### config.mk
export PLATFORM = sky130hd
export DESIGN_NAME = shift_sched
export DESIGN_NICKNAME = d
export VERILOG_FILES = /design/src/rtl/shift_sched_pkg.sv /design/src/rtl/shift_sched_field_mask.sv /design/src/rtl/shift_sched.sv
export SDC_FILE = /design/constraint.sdc
export NUM_CORES = 1
export LEC_CHECK = 0
export ABC_AREA = 1
export CAP_MARGIN = 20
export CORE_MARGIN = 5
export CORE_UTILIZATION = 40
export DETAILED_ROUTE_END_ITERATION = 10
export MAX_ROUTING_LAYER = met4
export PLACE_DENSITY_LB_ADDON = 0.05
export REMOVE_ABC_BUFFERS = 1
export SETUP_SLACK_MARGIN = 0.02
export SLEW_MARGIN = 30
export SYNTH_ARGS = -nofsm -noshare
export SYNTH_HDL_FRONTEND = slang
export SYNTH_SLANG_ARGS = --single-unit
export TNS_END_PERCENT = 5
### constraint.sdc
create_clock -name clk -period 3.15 [get_ports clk]
set_input_delay 0.63 -clock clk [delete_from_list [all_inputs] [get_ports clk]]
set_output_delay 0.63 -clock clk [all_outputs]
set_load 0.02 [all_outputs]
### src/rtl/shift_sched_pkg.sv
// Shared definitions for the barrel-rotator sequencer: op codes, FSM states,
// arbitration defaults and the rotate-amount helper.
package shift_sched_pkg;

  typedef enum logic [1:0] {
    OP_ROT  = 2'b00,
    OP_LDB  = 2'b01,
    OP_DPB  = 2'b10,
    OP_MASK = 2'b11
  } op_e;

  typedef enum logic [1:0] {
    ST_IDLE  = 2'b00,
    ST_PASS1 = 2'b01,
    ST_PASS2 = 2'b10,
    ST_RESP  = 2'b11
  } state_e;

  localparam int STARVE_LIMIT_DEF = 4;

  // LDB brings the field down to bit 0 by rotating left by (-pos) mod 32.
  function automatic logic [4:0] neg_amt(input logic [4:0] pos);
    return 5'd0 - pos;
  endfunction

endpackage

### src/rtl/shift_sched_field_mask.sv
// Low-order field mask generator: width holds (field bits - 1), so 31 means all ones.
module field_mask (
  input  logic [4:0]  width,
  output logic [31:0] mask
);

  // A right shift of all-ones avoids the 1<<32 overflow of the (1<<(w+1))-1 form.
  assign mask = 32'hFFFF_FFFF >> (5'd31 - width);

endmodule

### src/rtl/shift_sched.sv
// Two-port sequencer/arbiter for the shared 32-bit barrel rotator: grants one field
// operation at a time, drives one or two rotator passes and returns the merged result.
module shift_sched
  import shift_sched_pkg::*;
#(
  parameter int STARVE_LIMIT = STARVE_LIMIT_DEF
) (
  input  logic        clk,
  input  logic        reset,
  input  logic        req0_valid,
  output logic        req0_ready,
  input  logic [1:0]  req0_op,
  input  logic [31:0] req0_a,
  input  logic [31:0] req0_b,
  input  logic [4:0]  req0_pos,
  input  logic [4:0]  req0_width,
  input  logic        req1_valid,
  output logic        req1_ready,
  input  logic [1:0]  req1_op,
  input  logic [31:0] req1_a,
  input  logic [31:0] req1_b,
  input  logic [4:0]  req1_pos,
  input  logic [4:0]  req1_width,
  output logic [31:0] rot_m,
  output logic [4:0]  rot_amt,
  input  logic [31:0] rot_r,
  output logic        resp_valid,
  input  logic        resp_ready,
  output logic        resp_id,
  output logic [31:0] resp_data
);

  localparam int SW = $clog2(STARVE_LIMIT + 1);
  localparam logic [SW-1:0] STARVE_MAX = SW'(STARVE_LIMIT);

  state_e          state_r;
  state_e          state_s;
  logic [SW-1:0]   starve_r;
  op_e             op_r;
  logic [31:0]     b_r;
  logic [31:0]     r1_r;
  logic [4:0]      pos_r;
  logic [4:0]      width_r;
  logic            id_r;

  logic            grant0_s;
  logic            grant1_s;
  logic            accept_s;
  logic [1:0]      sel_op_s;
  logic [31:0]     sel_a_s;
  logic [31:0]     sel_b_s;
  logic [4:0]      sel_pos_s;
  logic [4:0]      sel_width_s;
  logic [31:0]     sel_mask_s;
  logic [31:0]     lat_mask_s;
  logic [31:0]     acc_m_s;
  logic [4:0]      acc_amt_s;
  logic [31:0]     pass1_res_s;
  logic [31:0]     merge_s;

  field_mask u_sel_mask (
    .width (sel_width_s),
    .mask  (sel_mask_s)
  );

  field_mask u_lat_mask (
    .width (width_r),
    .mask  (lat_mask_s)
  );

  // Starvation-limited fixed priority; grants only exist in IDLE and outside reset.
  always_comb begin
    grant0_s = 1'b0;
    grant1_s = 1'b0;
    if ((state_r == ST_IDLE) && !reset) begin
      if ((starve_r == STARVE_MAX) && req1_valid) begin
        grant1_s = 1'b1;
      end else if (req0_valid) begin
        grant0_s = 1'b1;
      end else if (req1_valid) begin
        grant1_s = 1'b1;
      end else begin
        grant0_s = 1'b0;
      end
    end else begin
      grant1_s = 1'b0;
    end
  end

  assign req0_ready = grant0_s;
  assign req1_ready = grant1_s;
  assign accept_s   = grant0_s | grant1_s;

  // Operand mux toward the granted port.
  always_comb begin
    sel_op_s    = req0_op;
    sel_a_s     = req0_a;
    sel_b_s     = req0_b;
    sel_pos_s   = req0_pos;
    sel_width_s = req0_width;
    if (grant1_s) begin
      sel_op_s    = req1_op;
      sel_a_s     = req1_a;
      sel_b_s     = req1_b;
      sel_pos_s   = req1_pos;
      sel_width_s = req1_width;
    end else begin
      sel_op_s    = req0_op;
    end
  end

  // First-pass rotator setup loaded at the accept edge.
  always_comb begin
    acc_m_s   = sel_a_s;
    acc_amt_s = sel_pos_s;
    case (op_e'(sel_op_s))
      OP_MASK: begin
        acc_m_s   = sel_mask_s;
        acc_amt_s = sel_pos_s;
      end
      OP_LDB: begin
        acc_m_s   = sel_a_s;
        acc_amt_s = neg_amt(sel_pos_s);
      end
      default: begin
        acc_m_s   = sel_a_s;
        acc_amt_s = sel_pos_s;
      end
    endcase
  end

  // Result forming: LDB trims to the field; DPB merges pass 1 into b under the rotated mask.
  always_comb begin
    pass1_res_s = rot_r;
    if (op_r == OP_LDB) begin
      pass1_res_s = rot_r & lat_mask_s;
    end else begin
      pass1_res_s = rot_r;
    end
    merge_s = (b_r & ~rot_r) | (r1_r & rot_r);
  end

  // Next-state logic.
  always_comb begin
    state_s = state_r;
    case (state_r)
      ST_IDLE: begin
        if (accept_s) begin
          state_s = ST_PASS1;
        end else begin
          state_s = ST_IDLE;
        end
      end
      ST_PASS1: begin
        if (op_r == OP_DPB) begin
          state_s = ST_PASS2;
        end else begin
          state_s = ST_RESP;
        end
      end
      ST_PASS2: state_s = ST_RESP;
      ST_RESP: begin
        if (resp_ready) begin
          state_s = ST_IDLE;
        end else begin
          state_s = ST_RESP;
        end
      end
      default: state_s = ST_IDLE;
    endcase
  end

  // State register and starvation counter (only evaluated in IDLE).
  always_ff @(posedge clk) begin
    if (reset) begin
      state_r  <= ST_IDLE;
      starve_r <= '0;
    end else begin
      state_r <= state_s;
      if (state_r == ST_IDLE) begin
        if (!req1_valid || grant1_s) begin
          starve_r <= '0;
        end else if (grant0_s && (starve_r != STARVE_MAX)) begin
          starve_r <= starve_r + SW'(1);
        end else begin
          starve_r <= starve_r;
        end
      end else begin
        starve_r <= starve_r;
      end
    end
  end

  // Datapath: operand latches, rotator drive and registered response.
  always_ff @(posedge clk) begin
    if (reset) begin
      op_r       <= OP_ROT;
      b_r        <= 32'd0;
      r1_r       <= 32'd0;
      pos_r      <= 5'd0;
      width_r    <= 5'd0;
      id_r       <= 1'b0;
      rot_m      <= 32'd0;
      rot_amt    <= 5'd0;
      resp_valid <= 1'b0;
      resp_id    <= 1'b0;
      resp_data  <= 32'd0;
    end else begin
      case (state_r)
        ST_IDLE: begin
          if (accept_s) begin
            op_r    <= op_e'(sel_op_s);
            b_r     <= sel_b_s;
            pos_r   <= sel_pos_s;
            width_r <= sel_width_s;
            id_r    <= grant1_s;
            rot_m   <= acc_m_s;
            rot_amt <= acc_amt_s;
          end
        end
        ST_PASS1: begin
          if (op_r == OP_DPB) begin
            r1_r    <= rot_r;
            rot_m   <= lat_mask_s;
            rot_amt <= pos_r;
          end else begin
            resp_data  <= pass1_res_s;
            resp_id    <= id_r;
            resp_valid <= 1'b1;
          end
        end
        ST_PASS2: begin
          resp_data  <= merge_s;
          resp_id    <= id_r;
          resp_valid <= 1'b1;
        end
        ST_RESP: begin
          if (resp_ready) begin
            resp_valid <= 1'b0;
          end
        end
        default: resp_valid <= 1'b0;
      endcase
    end
  end

endmodule

Word-level counts from Yosys, hierarchy flattened
Index checks and enable logic that the tools add are counted.
{"block": "totals", "out_inout_bits": 73, "wordCells": 89, "reg_bits": 153}
{"block": "op_classes", "bitwise": 6, "n_eq_ne": 13, "shift": 2, "add_sub_neg": 4, "muxes": 34, "reduce_logical": 17}
{"cell": "2-to-1 mux 32 bit", "count": 7}
{"cell": "case mux 32 bit (2 select lines)", "count": 2}
{"cell": "bitwise AND 32 bit", "count": 3}
{"cell": "right shift 32 x 5 -> 32 bit (first input constant)", "count": 2}
{"cell": "NOT 32 bit", "count": 1}
{"cell": "OR 32 bit", "count": 1}
{"cell": "2-to-1 mux 5 bit", "count": 5}
{"cell": "2-to-1 mux 1 bit", "count": 12}
{"cell": "case mux 5 bit (2 select lines)", "count": 1}
{"cell": "subtractor 5 bit (first input constant)", "count": 2}
{"cell": "equality test 2 bit (second input constant)", "count": 4}
{"cell": "!= test 2 bit (second input constant)", "count": 4}
{"cell": "case mux 2 bit (4 select lines)", "count": 1}
{"cell": "AND reduction 2 bit", "count": 4}
{"cell": "equality test 2 x 1 -> 1 bit (second input constant)", "count": 3}
{"cell": "2-to-1 mux 3 bit", "count": 2}
{"cell": "AND reduction 3 bit", "count": 2}
{"cell": "nonzero test 2 bit", "count": 3}
{"cell": "subtractor 1 x 5 -> 5 bit (first input constant)", "count": 1}
{"cell": "2-to-1 mux 2 bit", "count": 2}
{"cell": "adder 3 x 1 -> 3 bit (second input constant)", "count": 1}
{"cell": "equality test 3 bit (second input constant)", "count": 1}
{"cell": "logical AND 1 bit", "count": 3}
{"cell": "!= test 3 bit (second input constant)", "count": 1}
{"cell": "other kinds (7)", "count": 8}

Depth between registers and ports, before layout
Gate-level depths: netlist of run 1.
{"block": "depth", "ltp_word": 10, "ltp_mapped": 15, "mapped_depth_nobuf": 14}

By module
From an unflattened synthesis of run 1, not the netlist that was laid out.
{"block": "unflattened", "hier_cells": 1240, "hier_area_um2": 8201.6}
{"mod": "shift_sched", "cells_each": 1126, "area_per_inst_um2": 7668.6, "instances": 1, "seq_area_each_um2": 3062.9}
{"mod": "field_mask", "cells_each": 57, "area_per_inst_um2": 266.5, "instances": 2, "seq_area_each_um2": 0.0}

Worst setup path after synthesis of run 1
Ideal clock, no wire load.
{"block": "synth_timing", "path_kind": "input port to output port", "from": "input port reset", "to": "output port req1_ready", "path_stages": 6, "slack_ps": 996, "arrival_time_ps": 1524, "cell_sequence": "buf_4 -> nor2_8 -> nand2_4 -> inv_1 -> buf_2 -> buf_2"}
{"block": "synth_between", "elab_chain_len": 3}
{"element": "from (decl)", "line_no": "shift_sched.sv:9", "source": "input logic reset,"}
{"element": "logical NOT 1 bit", "line_no": "shift_sched.sv:75", "source": "if ((state_r == ST_IDLE) && !reset) begin"}
{"element": "logical AND 1 bit", "line_no": "shift_sched.sv:75"}
{"element": "2-to-1 mux 1 bit", "line_no": "shift_sched.sv:75"}
{"element": "to (decl)", "line_no": "shift_sched.sv:18", "source": "output logic req1_ready,"}
No other way between the ends.

Worst setup path after layout of run 1
{"block": "layout_timing", "from": "input port req1_valid", "to": "output port req1_ready"}
{"block": "layout_between", "elab_chain_len": 4}
{"element": "from (decl)", "line_no": "shift_sched.sv:17", "source": "input logic req1_valid,"}
{"element": "2-to-1 mux 1 bit", "line_no": "shift_sched.sv:80", "source": "end else if (req1_valid) begin"}
{"element": "2-to-1 mux 1 bit", "line_no": "shift_sched.sv:78", "source": "end else if (req0_valid) begin"}
{"element": "2-to-1 mux 1 bit (*)", "line_no": "shift_sched.sv:76", "source": "if ((starve_r == STARVE_MAX) && req1_valid) begin"}
{"element": "2-to-1 mux 1 bit (*)", "line_no": "shift_sched.sv:75"}
Mark *: on every way between the ends. The rest lies on a longest branch, timed or not.

==> flow_metrics.tcl, run 1 <==
set metrics [dict create \
    cts.sinks 153 \
    setup_slack_ps 282.2 \
    synthFlopType "dfxtp_1" \
    p_int_w 0.004709 \
    vias_per_cell 5.201 \
    grt_max_degree 111 \
    hold_path_depth 2 \
    drive_gt1_frac 0.06748 \
    port_buffers 261 \
    timing.rr.start "starve_r[0]" \
    ant_nets 0 \
    finalWeightedCongestion 0.9730 \
    syn_area_um2 8105 \
    synth_async_sr_flop_share 0 \
    synth-edff-count 0 \
    required_ps 2520 \
    die_h_um 152.4 \
    ys_warn_count 0 \
    setup_viol 0 \
    switchingPower_w 0.002911 \
    fin_area_um2 11490 \
    cp.arrival_ps 2240 \
    final.min_clock_period_ps 2868 \
    final_core_utilization 0.5717 \
    clock_latency_ps 440 \
    slew_headroom 0.4432 \
    ys_ff_latch 153 \
    place_area_um2 10890 \
    clkPwrFrac 0.282 \
    skew_ps 16.28 \
    h-tree-depth 4 \
    grt.total_usage 0.2500 \
    worstMarginPinSlew_ps 832.2 \
    reg2reg_depth 14 \
    n_fill_cell 1960 \
    start_util 0.4032 \
    reg2reg_to "rot_m[14]" \
    ios 262 \
    synth.distinct_cells 34 \
    whs_ps 454.0 \
    syn_area_per_cell_um2 6.568 \
    final_max_slew_viol_count 0 \
    die_area_um2 23210 \
    hold_violations 0 \
    ir_drop_mv 0.4068 \
    grt-ovfl-total 0 \
    ys_seq_area_frac 0.3779 \
    setup.worst_path.end_class "output pin" \
    yosys.area.top_type_share 0.3779 \
    p_leak_nw 4.714 \
    cts_root_buffer "clkbuf_16" \
    min_period_over_period 0.9104 \
    rsz0062_at_grt "false" \
    max_freq_ghz 0.3487 \
    hp-start "r1_r[14]" \
    wl_mm 29.45 \
    r2r_slack_ps 810 \
    areaGrowthSynthToFinish_pct 41.80 \
    hpwl_mm 20.97 \
    cts_buffers 17 \
    postCtsHoldBufs 0 \
    path_class "in -> out" \
    dr.first_iter.drc_count 539 \
    p_comb_frac 0.386 \
    place_ws_ps 273.1 \
    cts_resized 0 \
    total_power_w 0.007620 \
    cts_tree "yes" \
    core_area_um2 20100 \
    syn_inst 1234 \
    maxCapViolCount 0 \
    wire_per_inst_um 16.95 \
    outcome "complete, no violations" \
    layout.nets 1646 \
    clk_pin_slew_ps 60 \
    yosys.area.top_type "dfxtp_1" \
    grt_pass1_vias 8266 \
    drc 0 \
    grt_pass1_wl_mm 45.60 \
    cts_buffer_depth 2 \
    std_cell_rows 52 \
    crit_fanout 15 \
    switching_share 0.3820 \
    seqPwrFrac 0.332 \
    worstHoldEndpoint "r1_r[14]" \
    hp-class "reg -> reg" \
    cts_setup_buffers 0 \
    grt_antenna_before_repair 0 \
    vias 9034 \
    diodes 0 \
    drt_pass1_iterations 6 \
    cp-start-kind "input port" \
    die_x_um 152.4 \
    power_density_nw_per_um2 663.0 \
    synthTopCellsByArea "dfxtp_1, nand2_1, a21oi_1, o21ai_0, nor2_1" \
]
## per-stage QoR
stage / TNS [ps] / std cells
finish: 0 / 1737
global route: 0 / 1737
CTS: 0 / 1737
detailed placement: 0 / 1705
global placement: 0 / 1705
floorplan: -6767 / 1154
## logic make-up (layout without fill, tap and decap cells)
group           count (synthesis)  after routing  synth area share
compound gates                437            437            0.2853
xor+xnor                        1              1          0.001081
fa+ha+maj                       3              3          0.004632
buf+inv                       180            413           0.09586
flops                         153            153            0.3779
simple gates                  460            460            0.2353
## power by group through the flow
stage / Sequential (W) / Combinational, W / Clock (W)
floorplan: 0.00283 / 0.00123 / 0
global placement: 0.00256 / 0.00293 / 0
detailed placement: 0.00256 / 0.00294 / 0
CTS: 0.00252 / 0.00296 / 0.00218
global route: 0.00257 / 0.00321 / 0.00227
finish: 0.00253 / 0.00294 / 0.00215
## worst max-delay path by stage
stage                    start          to  slack, ps  depth (start not counted)
global route        req1_valid  req1_ready        180                          6
global placement    req1_valid  req1_ready        300                          6
finish              req1_valid  req1_ready        280                          6
floorplan           req1_valid  rot_amt[0]       -200                          9
detailed placement  req1_valid  req1_ready        270                          6
CTS                 req1_valid  req1_ready        270                          6
## cells in the mapped netlist, drive strengths merged, types with 4 or more instances
cell    count
dfxtp     153
clkbuf     42
o21ai     199
nand4       4
nand3      34
nand2     276
o211ai     20
nand3b      4
a21oi     178
buf        38
nor2      128
or2        13
inv        98
a31oi      36
## cell type report
cell class,count,area [um2],share of cell area
multi-input combinational,901,4278,0.3722
inverter,100,376.6,0.03277
clock inverter,14,176.4,0.01535
tap,270,337.8,0.02939
timing repair buffer,281,2833,0.2465
sequential,153,3063,0.2665
clock buffer,18,429.2,0.03734
## flip-flops by register name, summed over array words and instances, names as in the netlist
name	cells
b_r	32
id_r	1
op_r	2
pos_r	5
r1_r	32
resp_data	32
resp_id	1
resp_valid	1
rot_amt	5
rot_m	32
starve_r	3
state_r	2
width_r	5
## critical path, cell delays in order
cell and delay [ps]:
clkdlybuf4s50_1 500, nand3_1 120, nand2_2 110, nand2_4 150, inv_2 120, clkdlybuf4s50_1 610
## cell usage in the layout, fill, tap and decap left out, types with 7 or more instances in the layout
cell type | netlist | routed
a21oi_1 | 178 | 178
a31oi_1 | 36 | 36
buf_4 | 7 | 14
clkbuf_16 | 0 | 17
clkdlybuf4s50_1 | 0 | 260
dfxtp_1 | 153 | 153
inv_1 | 89 | 87
inv_2 | 9 | 10
nand2_1 | 265 | 264
nand2_2 | 6 | 7
nand3_1 | 33 | 33
nor2_1 | 125 | 123
o211ai_1 | 20 | 20
o21ai_0 | 174 | 174
o21ai_1 | 20 | 20
or2_2 | 13 | 13
## metal layers
layer  track usage  vias up  wire [um]
li1              -     4546          -
met1        0.3330     4125      13530
met5             -        -          0
met3       0.05112       34       1880
met4       0.06464        0        550
met2        0.3899      329      13490
No activity file was read; power rests on OpenSTA's default activity.
==> inputs of run 2 (changes only) <==
--- a/config.mk
+++ b/config.mk
@@ -9,6 +9,7 @@
 export CAP_MARGIN = 20
 export CORE_MARGIN = 5
 export CORE_UTILIZATION = 40
+export CTS_CLUSTER_DIAMETER = 100
 export DETAILED_ROUTE_END_ITERATION = 10
 export MAX_ROUTING_LAYER = met4
 export PLACE_DENSITY_LB_ADDON = 0.05
==> results of run 2 <==
Final layout, timing and power as in run 1 (identical DEF).
==> inputs of run 3 (changes only) <==
==> constraint.sdc (replaced) <==
create_clock -name clk -period 3.6 [get_ports clk]
set_input_delay 0.72 -clock clk [delete_from_list [all_inputs] [get_ports clk]]
set_output_delay 0.72 -clock clk [all_outputs]
set_load 0.02 [all_outputs]
==> flow_metrics.tcl, run 3 (synthesis gave the netlist of run 1 again) <==
set metrics [dict create \
    outcome "complete, no violations" \
    drt_pass1_iterations 5 \
    cts_setup_buffers 0 \
    diodes 0 \
    setup_viol 0 \
    final_max_slew_viol_count 0 \
    drive_gt1_frac 0.06817 \
    skew_ps 11.67 \
    wl_mm 28.78 \
    finalWeightedCongestion 0.9147 \
    setup.worst_path.end_class "output pin" \
    cp_cell_sequence "clkdlybuf4s50_1, nand3_1, nand2_2, nand2_4, inv_2, clkdlybuf4s50_1" \
    worst-path-buf-inv 3 \
    cp-start-kind "input port" \
    drc 0 \
    clk_pin_slew_ps 70 \
    cts_buffers 17 \
    hpwl_mm 20.49 \
    grt_pass1_vias 8180 \
    r2r_slack_ps 1110 \
    ant_nets 0 \
    crit_fanout 15 \
    power_density_nw_per_um2 578.0 \
    p_leak_nw 4.696 \
    total_power_w 0.006626 \
    grt_max_degree 111 \
    postCtsHoldBufs 0 \
    std_cell_rows 52 \
    place_ws_ps 444.1 \
    slew_headroom 0.5309 \
    vias 8834 \
    cts_root_buffer "clkbuf_16" \
    ios 262 \
    vias_per_cell 5.086 \
    min_period_over_period 0.8648 \
    path_class "in -> out" \
    timing.setup.tns_ps 0 \
    wire_per_inst_um 16.57 \
    start_util 0.4032 \
    layout.nets 1646 \
    hold_violations 0 \
    areaGrowthSynthToFinish_pct 41.42 \
    worstMarginPinSlew_ps 701.2 \
    die_h_um 152.4 \
    max_freq_ghz 0.3212 \
    cp_slowest_cell "clkdlybuf4s50_1" \
    cts_tree "yes" \
    port_buffers 261 \
    grt_pass1_wl_mm 44.64 \
    ir_drop_mv 0.3376 \
    grt_antenna_before_repair 0 \
    dr.first_iter.drc_count 461 \
    grt-ovfl-total 0 \
    maxCapViolCount 0 \
    final_common_cell "nand2_1" \
    rsz0062_at_grt "false" \
    cp_common_cell "clkdlybuf4s50_1" \
    slowest_delay_ps 600 \
    cts.sinks 153 \
    crit_family "buffers and inverters" \
    layout_common_cells "nand2_1, clkdlybuf4s50_1, a21oi_1, o21ai_0, dfxtp_1" \
    clock_latency_ps 430 \
    core_area_um2 20100 \
    cts_buffer_depth 2 \
    n_fill_cell 2009 \
    h-tree-depth 4 \
    grt.total_usage 0.2452 \
    cts_resized 0 \
    hp-class "reg -> reg" \
    die_area_um2 23210 \
    required_ps 2880 \
    cp.arrival_ps 2390 \
    setup_slack_ps 486.7 \
    die_x_um 152.4 \
    final.min_clock_period_ps 3113 \
]
[run 3: power by group]
part / switching [W] / internal [W] / leakage [nW]
Clock: 0.000806 / 0.00107 / 0.296
Sequential: 0.000179 / 0.00202 / 1.25
Combinational: 0.00152 / 0.00103 / 3.14
[run 3: final cells by class]
type / count / area (um2) / area share
multi-input combinational: 901 / 4278 / 0.3732
sequential: 153 / 3063 / 0.2672
clock buffer: 18 / 439.2 / 0.03831
clock inverter: 14 / 172.7 / 0.01506
inverter: 100 / 376.6 / 0.03286
tap: 270 / 337.8 / 0.02947
timing repair buffer: 281 / 2795 / 0.2439
[run 3: worst paths after layout]
kind | from | end | cells past startpoint
setup / recovery | req1_valid | req1_ready | 6
hold / removal | r1_r[16] | r1_r[16] | 2
setup reg to reg | starve_r[0] | rot_m[2] | 15
hold reg to reg | r1_r[16] | r1_r[16] | 2
[run 3: layer usage]
layer / up-vias / wire, um / track usage
li1: 4556 / - / -
met5: - / 0 / -
met1: 3969 / 13510 / 0.3260
met3: 23 / 1756 / 0.05396
met2: 286 / 13140 / 0.3878
met4: 0 / 372 / 0.04795
[run 3: stage by stage]
step | area (um2) | hold slack, ps | util | std cells
2_1_floorplan | 7704 | 431.6 | - | 1154
3_3_place_gp | 10850 | 439.9 | 0.5397 | 1705
3_5_place_dp | 10850 | 446.8 | 0.5397 | 1705
4_1_cts | 11460 | 457.1 | 0.5701 | 1737
5_1_grt | 11460 | 479.5 | 0.5701 | 1737
6_report | 11460 | 455.2 | 0.5701 | 1737
[run 3: worst reg2reg max path, cell delays in order, from the launching register on]
cell     delay [ps]
dfxtp_1         350
inv_1            70
ha_1            200
nand3_1         120
nand2_2         160
nand2_4         230
buf_4           260
nand2_1          80
nand2_1         170
nand2_1         140
nor2_1          230
nand2_1         110
nand2_1          80
nand2_1          50
nand2_1          70
a21oi_1          50
